**config.mk**
```make
export PLATFORM = sky130hd
export DESIGN_NAME = psram_port_arbiter_flat
export DESIGN_NICKNAME = d
export VERILOG_FILES = /design/src/rtl/psram_port_arbiter_if.sv /design/src/rtl/psram_port_arbiter.sv /design/src/flat_wrapper.sv
export SDC_FILE = /design/constraint.sdc
export NUM_CORES = 1
export LEC_CHECK = 0
export CAP_MARGIN = 20
export CORE_UTILIZATION = 42
export CTS_BUF_LIST = sky130_fd_sc_hd__clkbuf_4
export DETAILED_ROUTE_END_ITERATION = 8
export MAX_ROUTING_LAYER = met4
export PLACE_DENSITY = 0.85
export SYNTH_ARGS = -nofsm -noshare
export SYNTH_HDL_FRONTEND = slang
export SYNTH_SLANG_ARGS = --single-unit
export TNS_END_PERCENT = 1
```
**constraint.sdc**
```tcl
create_clock -name clk_mem_85_9 -period 2.6 [get_ports clk_mem_85_9]
set_clock_uncertainty 0.1 [all_clocks]
set_input_delay 0.65 -clock clk_mem_85_9 [delete_from_list [all_inputs] [get_ports clk_mem_85_9]]
set_output_delay 0.65 -clock clk_mem_85_9 [all_outputs]
set_load 0.005 [all_outputs]
```
**src/rtl/psram_port_arbiter_if.sv**
```systemverilog
// psram_port_arbiter_if: requester ports, response and PSRAM controller command/status bundle
interface psram_port_arbiter_if #(parameter int ADDR_WIDTH = 21);
  logic                  a_req, b_req, a_wr, b_wr;
  logic [ADDR_WIDTH-1:0] a_addr, b_addr;
  logic [15:0]           a_wdata, b_wdata;
  logic [1:0]            a_be, b_be;
  logic                  a_ack, b_ack, a_rvalid, b_rvalid, a_rerr, b_rerr;
  logic [15:0]           rdata;
  logic                  busy;
  logic                  mem_write_en, mem_read_en;
  logic [ADDR_WIDTH-1:0] mem_addr;
  logic [15:0]           mem_data_in;
  logic                  mem_write_high_byte, mem_write_low_byte;
  logic                  mem_read_ack, mem_read_avail;
  logic [15:0]           mem_data_out;
  modport slave (
    input  a_req, b_req, a_wr, b_wr, a_addr, b_addr, a_wdata, b_wdata, a_be, b_be,
           mem_read_ack, mem_read_avail, mem_data_out,
    output a_ack, b_ack, a_rvalid, b_rvalid, a_rerr, b_rerr, rdata, busy,
           mem_write_en, mem_read_en, mem_addr, mem_data_in, mem_write_high_byte, mem_write_low_byte
  );
  modport master (
    output a_req, b_req, a_wr, b_wr, a_addr, b_addr, a_wdata, b_wdata, a_be, b_be,
           mem_read_ack, mem_read_avail, mem_data_out,
    input  a_ack, b_ack, a_rvalid, b_rvalid, a_rerr, b_rerr, rdata, busy,
           mem_write_en, mem_read_en, mem_addr, mem_data_in, mem_write_high_byte, mem_write_low_byte
  );
endinterface

```
**src/rtl/psram_port_arbiter.sv**
```systemverilog
// psram_port_arbiter: round-robin two-port arbiter/sequencer onto one PSRAM command stream,
// turning controller status edges into per-port read responses with a read timeout.
module psram_port_arbiter #(
  parameter int ADDR_WIDTH     = 21,
  parameter int WRITE_CYCLES   = 12,
  parameter int TIMEOUT_CYCLES = 255
) (
  input logic clk_mem_85_9,
  input logic reset_n,
  psram_port_arbiter_if.slave bus
);
  localparam int CMAX = WRITE_CYCLES > TIMEOUT_CYCLES ? WRITE_CYCLES : TIMEOUT_CYCLES;
  localparam int CW   = $clog2(CMAX + 1);
  typedef enum logic [2:0] {IDLE, ISSUE, WR_HOLD, RD_WAIT_ACK, RD_WAIT_AVAIL} state_t;
  state_t                state_q, state_d;
  logic                  last_grant_q, last_grant_d;
  logic                  wr_q, wr_d;
  logic [ADDR_WIDTH-1:0] addr_q, addr_d;
  logic [15:0]           wdata_q, wdata_d, rdata_q, rdata_d;
  logic [1:0]            be_q, be_d;
  logic [CW-1:0]         cnt_q, cnt_d;
  logic                  prev_ack_q, prev_avail_q;
  logic                  rvalid_q, rvalid_d, rerr_q, rerr_d;
  logic                  ack_edge, avail_edge;
  assign ack_edge   = bus.mem_read_ack & ~prev_ack_q;
  assign avail_edge = bus.mem_read_avail & ~prev_avail_q;
  always_ff @(posedge clk_mem_85_9 or negedge reset_n) begin
    if (!reset_n) begin
      state_q      <= IDLE;
      last_grant_q <= 1'b1;
      wr_q         <= 1'b0;
      addr_q       <= '0;
      wdata_q      <= '0;
      be_q         <= '0;
      cnt_q        <= '0;
      prev_ack_q   <= 1'b0;
      prev_avail_q <= 1'b0;
      rvalid_q     <= 1'b0;
      rerr_q       <= 1'b0;
      rdata_q      <= '0;
    end else begin
      state_q      <= state_d;
      last_grant_q <= last_grant_d;
      wr_q         <= wr_d;
      addr_q       <= addr_d;
      wdata_q      <= wdata_d;
      be_q         <= be_d;
      cnt_q        <= cnt_d;
      prev_ack_q   <= bus.mem_read_ack;
      prev_avail_q <= bus.mem_read_avail;
      rvalid_q     <= rvalid_d;
      rerr_q       <= rerr_d;
      rdata_q      <= rdata_d;
    end
  end
  // last_grant: 1 = port B; it also selects which port receives ack/rvalid
  always_comb begin
    state_d      = state_q;
    last_grant_d = last_grant_q;
    wr_d         = wr_q;
    addr_d       = addr_q;
    wdata_d      = wdata_q;
    be_d         = be_q;
    cnt_d        = cnt_q;
    rvalid_d     = 1'b0;
    rerr_d       = 1'b0;
    rdata_d      = rdata_q;
    case (state_q)
      IDLE: if (bus.a_req | bus.b_req) begin
        last_grant_d = bus.b_req & (~bus.a_req | ~last_grant_q);
        wr_d         = last_grant_d ? bus.b_wr : bus.a_wr;
        addr_d       = last_grant_d ? bus.b_addr : bus.a_addr;
        wdata_d      = last_grant_d ? bus.b_wdata : bus.a_wdata;
        be_d         = last_grant_d ? bus.b_be : bus.a_be;
        state_d      = ISSUE;
      end
      ISSUE: begin
        cnt_d   = wr_q ? CW'(WRITE_CYCLES - 1) : CW'(TIMEOUT_CYCLES - 1);
        state_d = wr_q ? WR_HOLD : RD_WAIT_ACK;
      end
      WR_HOLD: begin
        cnt_d   = cnt_q == '0 ? cnt_q : cnt_q - CW'(1);
        state_d = cnt_q == '0 ? IDLE : WR_HOLD;
      end
      default: begin
        // response is registered, so the wait state lingers one cycle while rvalid is out
        cnt_d = rvalid_q ? cnt_q : cnt_q - CW'(1);
        if (rvalid_q) state_d = IDLE;
        else if (state_q == RD_WAIT_AVAIL && avail_edge) begin
          rvalid_d = 1'b1;
          rdata_d  = bus.mem_data_out;
        end else if (cnt_q == CW'(1)) begin
          rvalid_d = 1'b1;
          rerr_d   = 1'b1;
          rdata_d  = '0;
        end else if (state_q == RD_WAIT_ACK && ack_edge) state_d = RD_WAIT_AVAIL;
      end
    endcase
  end
  always_comb begin
    bus.busy                = state_q != IDLE;
    bus.a_ack               = state_q == ISSUE && !last_grant_q;
    bus.b_ack               = state_q == ISSUE && last_grant_q;
    bus.mem_write_en        = state_q == ISSUE && wr_q;
    bus.mem_read_en         = state_q == ISSUE && !wr_q;
    bus.a_rvalid            = rvalid_q & ~last_grant_q;
    bus.b_rvalid            = rvalid_q & last_grant_q;
    bus.a_rerr              = rerr_q & ~last_grant_q;
    bus.b_rerr              = rerr_q & last_grant_q;
    bus.rdata               = rdata_q;
    bus.mem_addr            = addr_q;
    bus.mem_data_in         = wdata_q;
    bus.mem_write_high_byte = be_q[1];
    bus.mem_write_low_byte  = be_q[0];
  end
endmodule

```
**src/flat_wrapper.sv**
```systemverilog
// flat-port wrapper written by rule: the top's interface ports become plain ports
module psram_port_arbiter_flat 
#(
  parameter int ADDR_WIDTH     = 21,
  parameter int WRITE_CYCLES   = 12,
  parameter int TIMEOUT_CYCLES = 255
)
  (clk_mem_85_9, reset_n, bus_a_req, bus_b_req, bus_a_wr, bus_b_wr, bus_a_addr, bus_b_addr, bus_a_wdata, bus_b_wdata, bus_a_be, bus_b_be, bus_mem_read_ack, bus_mem_read_avail, bus_mem_data_out, bus_a_ack, bus_b_ack, bus_a_rvalid, bus_b_rvalid, bus_a_rerr, bus_b_rerr, bus_rdata, bus_busy, bus_mem_write_en, bus_mem_read_en, bus_mem_addr, bus_mem_data_in, bus_mem_write_high_byte, bus_mem_write_low_byte);
  psram_port_arbiter_if #(.ADDR_WIDTH(ADDR_WIDTH)) bus_i ();
  input logic clk_mem_85_9;
  input logic reset_n;
  input wire logic [$bits(bus_i.a_req)-1:0] bus_a_req;
  input wire logic [$bits(bus_i.b_req)-1:0] bus_b_req;
  input wire logic [$bits(bus_i.a_wr)-1:0] bus_a_wr;
  input wire logic [$bits(bus_i.b_wr)-1:0] bus_b_wr;
  input wire logic [$bits(bus_i.a_addr)-1:0] bus_a_addr;
  input wire logic [$bits(bus_i.b_addr)-1:0] bus_b_addr;
  input wire logic [$bits(bus_i.a_wdata)-1:0] bus_a_wdata;
  input wire logic [$bits(bus_i.b_wdata)-1:0] bus_b_wdata;
  input wire logic [$bits(bus_i.a_be)-1:0] bus_a_be;
  input wire logic [$bits(bus_i.b_be)-1:0] bus_b_be;
  input wire logic [$bits(bus_i.mem_read_ack)-1:0] bus_mem_read_ack;
  input wire logic [$bits(bus_i.mem_read_avail)-1:0] bus_mem_read_avail;
  input wire logic [$bits(bus_i.mem_data_out)-1:0] bus_mem_data_out;
  output wire logic [$bits(bus_i.a_ack)-1:0] bus_a_ack;
  output wire logic [$bits(bus_i.b_ack)-1:0] bus_b_ack;
  output wire logic [$bits(bus_i.a_rvalid)-1:0] bus_a_rvalid;
  output wire logic [$bits(bus_i.b_rvalid)-1:0] bus_b_rvalid;
  output wire logic [$bits(bus_i.a_rerr)-1:0] bus_a_rerr;
  output wire logic [$bits(bus_i.b_rerr)-1:0] bus_b_rerr;
  output wire logic [$bits(bus_i.rdata)-1:0] bus_rdata;
  output wire logic [$bits(bus_i.busy)-1:0] bus_busy;
  output wire logic [$bits(bus_i.mem_write_en)-1:0] bus_mem_write_en;
  output wire logic [$bits(bus_i.mem_read_en)-1:0] bus_mem_read_en;
  output wire logic [$bits(bus_i.mem_addr)-1:0] bus_mem_addr;
  output wire logic [$bits(bus_i.mem_data_in)-1:0] bus_mem_data_in;
  output wire logic [$bits(bus_i.mem_write_high_byte)-1:0] bus_mem_write_high_byte;
  output wire logic [$bits(bus_i.mem_write_low_byte)-1:0] bus_mem_write_low_byte;
  assign bus_i.a_req = bus_a_req;
  assign bus_i.b_req = bus_b_req;
  assign bus_i.a_wr = bus_a_wr;
  assign bus_i.b_wr = bus_b_wr;
  assign bus_i.a_addr = bus_a_addr;
  assign bus_i.b_addr = bus_b_addr;
  assign bus_i.a_wdata = bus_a_wdata;
  assign bus_i.b_wdata = bus_b_wdata;
  assign bus_i.a_be = bus_a_be;
  assign bus_i.b_be = bus_b_be;
  assign bus_i.mem_read_ack = bus_mem_read_ack;
  assign bus_i.mem_read_avail = bus_mem_read_avail;
  assign bus_i.mem_data_out = bus_mem_data_out;
  assign bus_a_ack = bus_i.a_ack;
  assign bus_b_ack = bus_i.b_ack;
  assign bus_a_rvalid = bus_i.a_rvalid;
  assign bus_b_rvalid = bus_i.b_rvalid;
  assign bus_a_rerr = bus_i.a_rerr;
  assign bus_b_rerr = bus_i.b_rerr;
  assign bus_rdata = bus_i.rdata;
  assign bus_busy = bus_i.busy;
  assign bus_mem_write_en = bus_i.mem_write_en;
  assign bus_mem_read_en = bus_i.mem_read_en;
  assign bus_mem_addr = bus_i.mem_addr;
  assign bus_mem_data_in = bus_i.mem_data_in;
  assign bus_mem_write_high_byte = bus_i.mem_write_high_byte;
  assign bus_mem_write_low_byte = bus_i.mem_write_low_byte;
  psram_port_arbiter #(.ADDR_WIDTH(ADDR_WIDTH), .WRITE_CYCLES(WRITE_CYCLES), .TIMEOUT_CYCLES(TIMEOUT_CYCLES)) u_core (.clk_mem_85_9(clk_mem_85_9), .reset_n(reset_n), .bus(bus_i));
endmodule
```
## Word level (Yosys, flattened, before mapping)

Index checks and enable logic that the tools add are counted.

- Register bits after elaboration: 72
- Input port bits: 102
- Output and inout port bits: 64

- Add/sub/neg operators: 1
- Eq/ne operators: 10
- Muxes and demuxes: 25
- Bitwise logic cells: 16
- Reductions and logical operators: 18

Operator list:

| kind | count |
|---|---|
| 16-bit two-way mux | 3 |
| 8-bit two-way mux | 3 |
| 8-bit case mux with 3 select lines | 1 |
| 21-bit two-way mux | 1 |
| 3-bit two-way mux | 5 |
| 5-bit by 4-bit inequality test with 1-bit output, second input constant | 2 |
| 1-bit two-way mux | 9 |
| 3-bit case mux with 3 select lines | 1 |
| 8-bit by 1-bit == test with 1-bit output, second input constant | 1 |
| 8-bit zero test | 1 |
| 8-bit by 1-bit subtractor with 8-bit output, second input constant | 1 |
| 1-bit bitwise AND | 7 |
| 1-bit NOT | 7 |
| 3-bit by 2-bit == test with 1-bit output, second input constant | 2 |
| 1-bit logical AND | 6 |
| 3-bit AND reduction | 2 |
| 5-bit nonzero test | 1 |
| 2-bit two-way mux | 2 |
| 4-bit AND reduction | 1 |
| 3-bit by 1-bit == test with 1-bit output, second input constant | 1 |
| 3-bit == test, second input constant | 1 |
| 3-bit zero test | 1 |
| 3-bit inequality test, second input constant | 1 |
| 3-bit nonzero test | 1 |
| 7 further kinds | 9 |

## Depth between registers and ports, before layout

Gate-level depths: netlist of run 1.

- Depth in word-level cells: 8
- Mapped depth: 7
- Gate-level depth less buffers: 6

## Worst setup path after synthesis of run 1

Ideal clock, no wire load.

- Path type: flip-flop to flip-flop
- From: register u_core.cnt_q[0]
- To: register u_core.cnt_q[0]
- Arrival time: 1.946 ns
- Required time: 2.405 ns
- Slack: 0.458 ns
- Stages on the path, launching flop included: 8
- Buffers on the path: 1
- Period minus slack after synthesis: 2.142 ns
- Path through: dfrtp_1 inv_1 ha_1 or3b_2 or4_4 buf_6 a31o_1 o31ai_1

- Cells in the longest elaborated chain, start to end: 3

RTL lines:

| what | RTL line | RTL |
|---|---|---|
| from (decl) | psram_port_arbiter.sv:21 | `logic [CW-1:0] cnt_q, cnt_d;` |
| from (signal assigned) | psram_port_arbiter.sv:48 | `cnt_q <= cnt_d;` |
| 8-bit by 1-bit subtractor with 8-bit output or 8-bit zero test (tied branches) | psram_port_arbiter.sv:82, psram_port_arbiter.sv:87 |  |
| 8-bit two-way mux, or another cell as far along | psram_port_arbiter.sv:87 | `cnt_d = rvalid_q ? cnt_q : cnt_q - CW'(1);` |
| 8-bit case mux with 3 select lines or 3-bit AND reduction (tied branches) | - |  |

Several ways; a longest one is shown, not always the timed one. The select of a mux whose other input is x is not followed.
A chain may end at the register's enable or synchronous reset.

## Final worst setup path of run 1

- From: register u_core.state_q[0]
- To: output bus_b_ack

- Cells in the longest elaborated chain, start to end: 2

RTL lines:

| what | RTL line | RTL |
|---|---|---|
| from (decl) | psram_port_arbiter.sv:15 | `state_t state_q, state_d;` |
| from (signal assigned) | psram_port_arbiter.sv:42 | `state_q <= state_d;` |
| 3-bit by 1-bit == test with 1-bit output | psram_port_arbiter.sv:103 | `bus.b_ack = state_q == ISSUE && last_grant_q;` |
| 1-bit logical AND | psram_port_arbiter.sv:103 |  |
| to (decl) | flat_wrapper.sv:26 | `output wire logic [$bits(bus_i.b_ack)-1:0] bus_b_ack;` |

No other way between the ends.

==> results.toml, run 1 <==
[pwr]
p_leak_nw = 2.30
ir_worst_vdd_mv = 0.537
powerDensity_nw_per_um2 = 1020

[sta]
worst_pin_slew_ps = 872
finalCriticalPeriod_ps = 2540
fin_ws_ps = 58.5
relSlewSlack_pct = 41.9
hold_viol_final = 0
fmax_mhz = 393
holdWs_ps = 235
setup_viol_count_final = 0
finalMaxSlewViolations = 0
period_share_pct = 97.8

[min_path]
hp-class = "in2async"

[setup_path]
ff2ff_setup_slack_ps = 300
reg2reg_from = "u_core.cnt_q[0]"
reg2regPathDepth = 6
crit_type = "reg2out"
critical_path_peak_fanout = 4
worst_setup_path_end_kind = "primary output"
regToRegEndpoint = "u_core.cnt_q[0]"
cp-startpoint = "u_core.state_q[0]"
crit_arrival_ps = 1790
crit_path_end = "bus_b_ack"
cp.required_ps = 1850
crit_path_start_kind = "flop"

[place]
gp_congestion = 0.919
place_inst = 581
dp_slack_ps = 146
dp_hpwl_um = 6810
io_buffers = 165

[synthesis]
yosys.area.top_type = "dfrtp_1"
synth-adder-area-share_pct = 0.740
synth_top_cells_by_area = "dfrtp_1 53%, mux2i_1 12%, a21oi_1 7.1%"
async_flop_share_pct = 100
yosys_warnings = 0
synth-simple-area-share_pct = 11.3
synthCells = 326
synth_edf_count = 0
ys_ff_latch = 72
postSynthAreaPerCell_um2 = 10.4
mappedNetlistNets = 430
synthFlopType = "dfrtp_1"
syn-cell-area_um2 = 3380
ys_seq_area_share_pct = 53.4
synth_mux_area_share_pct = 12.4
synth-xor-area-share_pct = 0
synth_compound_area_share_pct = 17.7
ys_types = 43
synth_top_area_share_pct = 52.6
synth_top_family_by_area = "compound AO/OA/AOI/OAI gates"

[grt]
antenna_found_initial = 0
grt_use_total_pct = 22.4
grt_first_pass_wirelength_um = 14400
overflow = 0
grt_max_degree = 73
grt_pass1_vias = 3073

[clock_tree]
ctsRootBufferMaster = "clkbuf_4"
cts_tree = "yes"
cts.sinks = 72
numCtsBuffers = 9
clock_latency_ps = 410
clk_pin_slew_ps = 130
h-tree-depth = 3
clockBufferDepth = 2

[floorplanning]
num_rows = 32
die_x_um = 91.7
die-area_um2 = 8410
die-height_um = 91.7
ios = 166
start_util_pct = 43.5
core_um2 = 7770

[layout]
final_cells = 603
areaGrowthSynthToFinish_pct = 59.4
final_nets = 600
postLayoutCoreUtil_pct = 69.3
diodes = 0
layout-drive-gt1-share_pct = 10.6
nFillCells = 624

[routing]
first_iter_violations = 146
drt-wirelength-per-cell_um = 15.1
drc = 0
first_pass_iters = 4
antenna_left = 0
dr_total_vias = 3076
wirelength_um = 9120
viasPerCell = 5.10

[flow_run]
cap_violations = 0

[outcome]
outcome = "finished, final reports clean"
## critical path: stages, from the launching register on
cell,delay (ps)
dfrtp_2,410
nor3b_2,180
buf_4,170
and2_1,120
clkdlybuf4s50_1,500
## metrics by stage
step / area [um^2] / TNS [ps] / power (mW)
4_1_cts: 5350 / -17.9 / 5.45
6_report: 5390 / 0 / 5.48
3_5_place_dp: 5180 / 0 / 4.70
2_1_floorplan: 3380 / 0 / 3.20
5_1_grt: 5390 / -47.7 / 5.85
3_3_place_gp: 5180 / 0 / 4.58
## Yosys cell counts (3+ instances only)
cell and number:
dfrtp_1 71, nor2_1 54, a21oi_1 48, mux2i_1 42, a22o_1 14, clkbuf_1 12
inv_1 12, a31oi_1 9, nand2_1 7, buf_1 5, buf_2 4, o21ai_0 4
and2_1 3, nor2b_1 3
## worst min-delay path by stage
| stage | endpoint | slack (ps) | startpoint | cells after the start |
|---|---|---|---|---|
| after global routing | u_core.cnt_q[2] | 310 | reset_n | 1 |
| after detailed placement | u_core.bus.rdata[11] | 380 | u_core.bus.rdata[11] | 1 |
| after global placement | u_core.bus.rdata[6] | 390 | u_core.bus.rdata[6] | 1 |
| after CTS | u_core.cnt_q[2] | 260 | reset_n | 1 |
| final | u_core.cnt_q[2] | 230 | reset_n | 1 |
| after floorplan | u_core.be_q[0] | 250 | reset_n | 0 |
## where the power goes
part / internal [mW] / switching, mW / leakage (nW) / total [mW]
Clock: 0.292 / 0.401 / 0.0719 / 0.694
Combinational: 1.60 / 1.14 / 1.40 / 2.74
Sequential: 1.65 / 0.392 / 0.827 / 2.04
Total: 3.54 / 1.93 / 2.30 / 5.48
## per-layer routing
layer,global-route usage (%),vias up,part of all wire (%)
met5,-,-,0
li1,-,1495,-
met3,4.23,13,6.3
met4,7.16,0,1.4
met1,28.4,1452,42
met2,36.5,116,50
## cells by family (layout without fill, tap and decap cells)
family	count (synthesis)	in the layout
AO/OA/AOI/OAI	94	94
AND/OR/NAND/NOR	81	81
flip-flops	72	72
multiplexers	42	42
buffers and inverters	35	210
adder cells (fa/ha/maj)	2	2
## state kept, by name, indices dropped and copies added, names as in the netlist, 2 cells and up
signal	count
u_core.be_q	2
u_core.bus.mem_addr	21
u_core.bus.mem_data_in	16
u_core.bus.rdata	16
u_core.cnt_q	8
u_core.state_q	3
## repair_timing
item | CTS | global route
pin swaps | 1 | 0
endpoints found under the setup margin | 4 | 3
gates resized for setup | 7 | 4
buffers inserted | 3 | 3
hold endpoints to repair | 0 | 0
hold buffers | 0 | 0
## cells in the final DEF (no fill, tap or decap), types with 2 or more instances in the layout
master	count
nor2_1	53
buf_4	16
inv_1	11
or4_4	2
nor4_1	2
a31oi_1	9
a21oi_1	48
o22a_1	2
a22o_1	14
o21ai_0	4
ha_1	2
mux2i_1	42
and2_1	3
buf_12	2
a2bb2oi_1	2
nand2_1	6
clkinv_4	2
dlygate4sd2_1	2
clkbuf_4	9
o31ai_1	2
clkinv_2	2
clkinvlp_4	2
clkdlybuf4s50_1	161
nor2b_1	2
dfrtp_1	70
## layout make-up
type | instances | area, um^2 | area share (%)
Clock buffer | 9 | 67.6 | 1.25
Tap cell | 102 | 128 | 2.37
Inverter | 12 | 45.0 | 0.836
Multi-Input combinational cell | 219 | 1470 | 27.2
Sequential cell | 72 | 1800 | 33.5
Clock inverter | 7 | 72.6 | 1.35
Timing Repair Buffer | 182 | 1800 | 33.4
Note: power is estimated with default switching activity, not from simulation.
==> inputs of run 2 (changes only) <==
ABC_AREA = 1   (was default)
CORE_MARGIN = 1.5   (was default)
PLACE_DENSITY = 0.84   (was 0.85)
SLEW_MARGIN = 40   (was default)
==> run 2 against run 1 <==
Against the previous run: global-route usage grew 1.3 points; non-clock buffer count shrank 6; sequential share of layout area grew 0.070 points; die area grew 4.6%; final area shrank 0.28%; maximum frequency grew 2.2%; synthesized area grew 2.4%; highest routed layer unchanged.
==> results.toml, run 2 <==
[outcome]
outcome = "finished, final reports clean"

[min_path]
hp-class = "in2async"

[routing]
viasPerCell = 4.98
first_iter_violations = 121
drc = 0
wirelength_um = 9790
dr_total_vias = 3508
first_pass_iters = 4
antenna_left = 0
drt-wirelength-per-cell_um = 13.9

[floorplanning]
die-area_um2 = 8790
start_util_pct = 44.1
num_rows = 32
die-height_um = 93.8
ios = 166
die_x_um = 93.8
core_um2 = 7850

[grt]
grt_use_total_pct = 23.7
overflow = 0
grt_max_degree = 73
antenna_found_initial = 0
grt_first_pass_wirelength_um = 15800
grt_pass1_vias = 3431

[sta]
relSlewSlack_pct = 56.6
hold_viol_final = 0
holdWs_ps = 144
finalMaxSlewViolations = 0
grt_setup_unrepaired = "no"
worst_pin_slew_ps = 650
setup_viol_count_final = 0
fin_setup_tns_ps = 0
period_share_pct = 95.6
finalCriticalPeriod_ps = 2490
fmax_mhz = 402

[setup_path]
cp-startpoint = "u_core.last_grant_q"
critical_path_peak_fanout = 7
regToRegEndpoint = "u_core.cnt_q[7]"
ff2ff_setup_slack_ps = 820
crit_arrival_ps = 1740
worst_setup_path_end_kind = "primary output"
cp.required_ps = 1850
reg2regPathDepth = 9
crit_path_start_kind = "flop"
reg2reg_from = "u_core.cnt_q[0]"
crit_type = "reg2out"

[layout]
largest_reg_flops = 21
layout_commonest_cell = "clkdlybuf4s50_1"
diodes = 0
layout_common_cells = "164 x clkdlybuf4s50_1, 84 x nand2_1, 71 x dfrtp_1"
areaGrowthSynthToFinish_pct = 55.2
final_nets = 702
layout-drive-gt1-share_pct = 6.97

[synthesis]
synthFlopType = "dfrtp_1"
synth.top_cells.by_count = "84 x nand2_1, 71 x dfrtp_1, 63 x inv_1"
synth_top_area_share_pct = 51.3
yosys.area.top_type = "dfrtp_1"
synthCells = 431
synth_top_cells_by_area = "dfrtp_1 51%, nand2_1 9.1%, o22ai_1 7.2%"
yosys_warnings = 0
postSynthAreaPerCell_um2 = 8.03
synth_edf_count = 0
ys_seq_area_share_pct = 52.1
ys_types = 25
ys_ff_latch = 72
yosysMostFrequentCell = "nand2_1"
async_flop_share_pct = 100
mappedNetlistNets = 535
syn-cell-area_um2 = 3460

[place]
gp_congestion = 0.846
io_buffers = 165
dp_hpwl_um = 7110

[pwr]
ir_worst_vdd_mv = 0.450
p_leak_nw = 2.53
powerDensity_nw_per_um2 = 1020

[clock_tree]
clock_latency_ps = 400
clk_pin_slew_ps = 110
clockBufferDepth = 2
cts.sinks = 72
numCtsBuffers = 9
cts-hold-fix-buffers = 0
h-tree-depth = 3
ctsRootBufferMaster = "clkbuf_4"
cts_tree = "yes"

[flow_run]
cap_violations = 0
run 2: cell type report:
| cell class | count | area, um^2 |
|---|---|---|
| fill | 636 | 2480 |
| sequential | 72 | 1800 |
| timing repair buffer | 176 | 1760 |
| multi-input combinational | 273 | 1320 |
| inverter | 66 | 248 |
| tap | 102 | 128 |
| clock buffer | 11 | 82.6 |
| clock inverter | 5 | 23.8 |
run 2: power breakdown:
group / switching [mW] / internal (mW)
Combinational: 1.36 / 1.54
Sequential: 0.346 / 1.66
Clock: 0.379 / 0.209
Total: 2.09 / 3.42
run 2: kinds of logic (layout without fill, tap and decap cells):
| family | count (synthesis) | count (layout) | synth area share (%) |
|---|---|---|---|
| xor gates and xnor gates | 3 | 3 | 0.759 |
| DFF | 72 | 72 | 52.1 |
| and+or+nand+nor | 180 | 180 | 21.3 |
| AOI/OAI and AO/OA | 88 | 88 | 15.0 |
| adders and majority gates | 2 | 2 | 0.723 |
| buffers and inverters | 86 | 258 | 10.1 |
run 2: worst max-delay path by stage:
stage / end / slack (ps) / cells past startpoint
6_report: bus_b_ack / 110 / 3
5_1_grt: bus_mem_write_en / 4 / 5
4_1_cts: bus_mem_write_en / 30 / 5
3_5_place_dp: u_core.bus.mem_addr[6] / 390 / 6
3_3_place_gp: u_core.bus.mem_addr[4] / 470 / 7
2_1_floorplan: bus_mem_read_en / 830 / 6
run 2: timing repair:
action | 4_1_cts | 5_1_grt
endpoints found under the hold margin | 0 | 0
setup buffers | 2 | 1
gates resized for setup | 0 | 5
setup endpoints to repair | 2 | 4
run 2: stage by stage:
step / area, um^2 / std cells / worst slack, ps / util (%) / total power [mW]
floorplan: 3460 / 431 / 830 / - / 3.44
global placement: 5230 / 686 / 467 / 66.6 / 4.78
detailed placement: 5230 / 686 / 390 / 66.7 / 4.90
CTS: 5350 / 704 / 30.7 / 68.2 / 5.53
global route: 5370 / 705 / 4.43 / 68.4 / 5.97
finish: 5370 / 705 / 113 / 68.4 / 5.50
run 2: critical path, stage by stage, from the launching register on:
cell	delay [ps]
dfstp_2	650
inv_1	80
nor2_1	100
clkdlybuf4s50_1	510
run 2: metal layers:
metal  global-route usage, %  part of all wire (%)  vias to the layer above
li1                        -                     -                     1728
met1                    27.0                    40                     1617
met2                    39.9                    50                      146
met3                    6.96                   8.5                       17
met4                    8.46                   1.9                        0
met5                       -                     0                        -
==> inputs of run 3 (changes only) <==
CORE_MARGIN = 4   (was 1.5)
SLEW_MARGIN = 20   (was 40)
==> run 3 against run 2 <==
Against the previous run: first-iteration DRC count decreased by 8.3%; maximum frequency decreased by 1.3%; clock power rose by 4.3%; non-clock buffer count fell by 1; power up 0.35%; register-to-register slack got worse by 60 ps; sequential share of layout area shrank 0.070 points; die area is 11% higher; final cell count fell by 0.14%; critical endpoint is now bus_a_ack.
==> results.toml, run 3 (synthesis results as in run 2) <==
[clock_tree]
numCtsBuffers = 9
clock_latency_ps = 410
cts-hold-fix-buffers = 0
clk_pin_slew_ps = 140
ctsRootBufferMaster = "clkbuf_4"
cts_tree = "yes"
h-tree-depth = 3
cts.sinks = 72
clockBufferDepth = 2

[routing]
first_pass_iters = 4
first_iter_violations = 111
dr_total_vias = 3540
drc = 0
wirelength_um = 10200
antenna_left = 0
viasPerCell = 5.03
drt-wirelength-per-cell_um = 14.4

[setup_path]
crit_chain = "inv_1 -> nand3_2 -> buf_6 -> nor2_2 -> clkdlybuf4s50_1"
worst_setup_path_end_kind = "primary output"
crit_path_start_kind = "flop"
reg2reg_from = "u_core.cnt_q[0]"
crit_type = "reg2out"
crit_arrival_ps = 1770
cp.required_ps = 1850
regToRegEndpoint = "u_core.cnt_q[1]"
critical_path_peak_fanout = 10
reg2regPathDepth = 9
ff2ff_setup_slack_ps = 760
crit_slowest_cell = "clkdlybuf4s50_1"
max_stage_delay_ps = 500

[floorplanning]
num_rows = 32
die-area_um2 = 9760
die_x_um = 98.8
start_util_pct = 43.9
die-height_um = 98.8
core_um2 = 7890
ios = 166

[layout]
layout-drive-gt1-share_pct = 6.81
nFillCells = 611
diodes = 0
final_nets = 701
layout_common_cells = "162 x clkdlybuf4s50_1, 83 x nand2_1, 71 x dfrtp_1"
areaGrowthSynthToFinish_pct = 55.5
largest_reg_flops = 21
layout_commonest_cell = "clkdlybuf4s50_1"

[grt]
grt_use_total_pct = 21.6
grt_pass1_vias = 3552
grt_first_pass_wirelength_um = 16700
antenna_found_initial = 0
overflow = 0
grt_max_degree = 82

[place]
dp_hpwl_um = 7500
io_buffers = 165
gp_congestion = 0.867

[sta]
fin_setup_tns_ps = 0
period_share_pct = 97.0
finalMaxSlewViolations = 0
worst_pin_slew_ps = 431
holdWs_ps = 49.3
setup_viol_count_final = 0
fmax_mhz = 397
relSlewSlack_pct = 71.1
hold_viol_final = 0
finalCriticalPeriod_ps = 2520

[outcome]
outcome = "finished, final reports clean"

[pwr]
ir_worst_vdd_mv = 0.503
powerDensity_nw_per_um2 = 1030
p_leak_nw = 2.56

[flow_run]
cap_violations = 0

[min_path]
hp-class = "in2async"
[run 3: changes by cell type in the layout (fill, tap and decap cells not counted), sizes merged]
| cell | before | now |
|---|---|---|
| dlymetal6s2s | 0 | 2 |
| clkinvlp | 0 | 1 |
| clkinv | 6 | 5 |
| buf | 12 | 11 |
| inv | 65 | 67 |
| clkdlybuf4s50 | 164 | 162 |
| clkbuf | 11 | 9 |
[run 3: worst max path at each step]
stage | cells after the start | start | slack (ps) | endpoint
2_1_floorplan | 6 | u_core.state_q[2] | 830 | bus_mem_read_en
3_3_place_gp | 6 | u_core.state_q[2] | 420 | bus_mem_read_en
3_5_place_dp | 6 | u_core.state_q[2] | 380 | bus_mem_read_en
4_1_cts | 6 | u_core.state_q[1] | -30 | bus_mem_read_en
5_1_grt | 5 | u_core.state_q[1] | -50 | bus_a_ack
6_report | 5 | u_core.state_q[1] | 80 | bus_a_ack
[run 3: layout make-up]
type	count	area, um^2	share of cell area (%)
flip-flops and latches	72	1800	33.5
multi-input cells	273	1330	24.8
inverters	66	248	4.60
well taps	102	128	2.37
clock inverters	7	46.3	0.860
repair buffers	175	1760	32.7
clock buffers	9	67.6	1.26
[run 3: repair_timing]
action / CTS / global route
buffers inserted: 1 / 2
endpoints found under the setup margin: 3 / 4
resized for setup: 3 / 6
[run 3: metrics by stage]
step | cell area [um^2] | worst slack [ps] | util (%) | instances | power (mW)
final | 5380 | 79.2 | 68.2 | 704 | 5.52
after global routing | 5380 | -46.2 | 68.2 | 704 | 6.00
after CTS | 5350 | -29.9 | 67.8 | 702 | 5.52
after detailed placement | 5220 | 381 | 66.2 | 685 | 4.87
after global placement | 5220 | 415 | 66.2 | 685 | 4.77
after floorplan | 3460 | 830 | - | 431 | 3.44
[run 3: where the power goes]
| group | internal [mW] | switching [mW] |
|---|---|---|
| logic | 1.53 | 1.39 |
| clock network | 0.197 | 0.416 |
| registers | 1.66 | 0.337 |
[run 3: layer usage]
layer	GRT usage (%)	wire length (um)	share of wire, %
met1	25.3	4190	41
met2	37.3	5190	51
met3	5.17	607	6.0
met4	5.88	160	1.6
met5	-	0	0
[run 3: critical path, delay by kind of cell (launching register included)]
family | cells | cell delay [ps]
buf+inv | 3 | 760
flops | 1 | 410
simple gates | 2 | 190
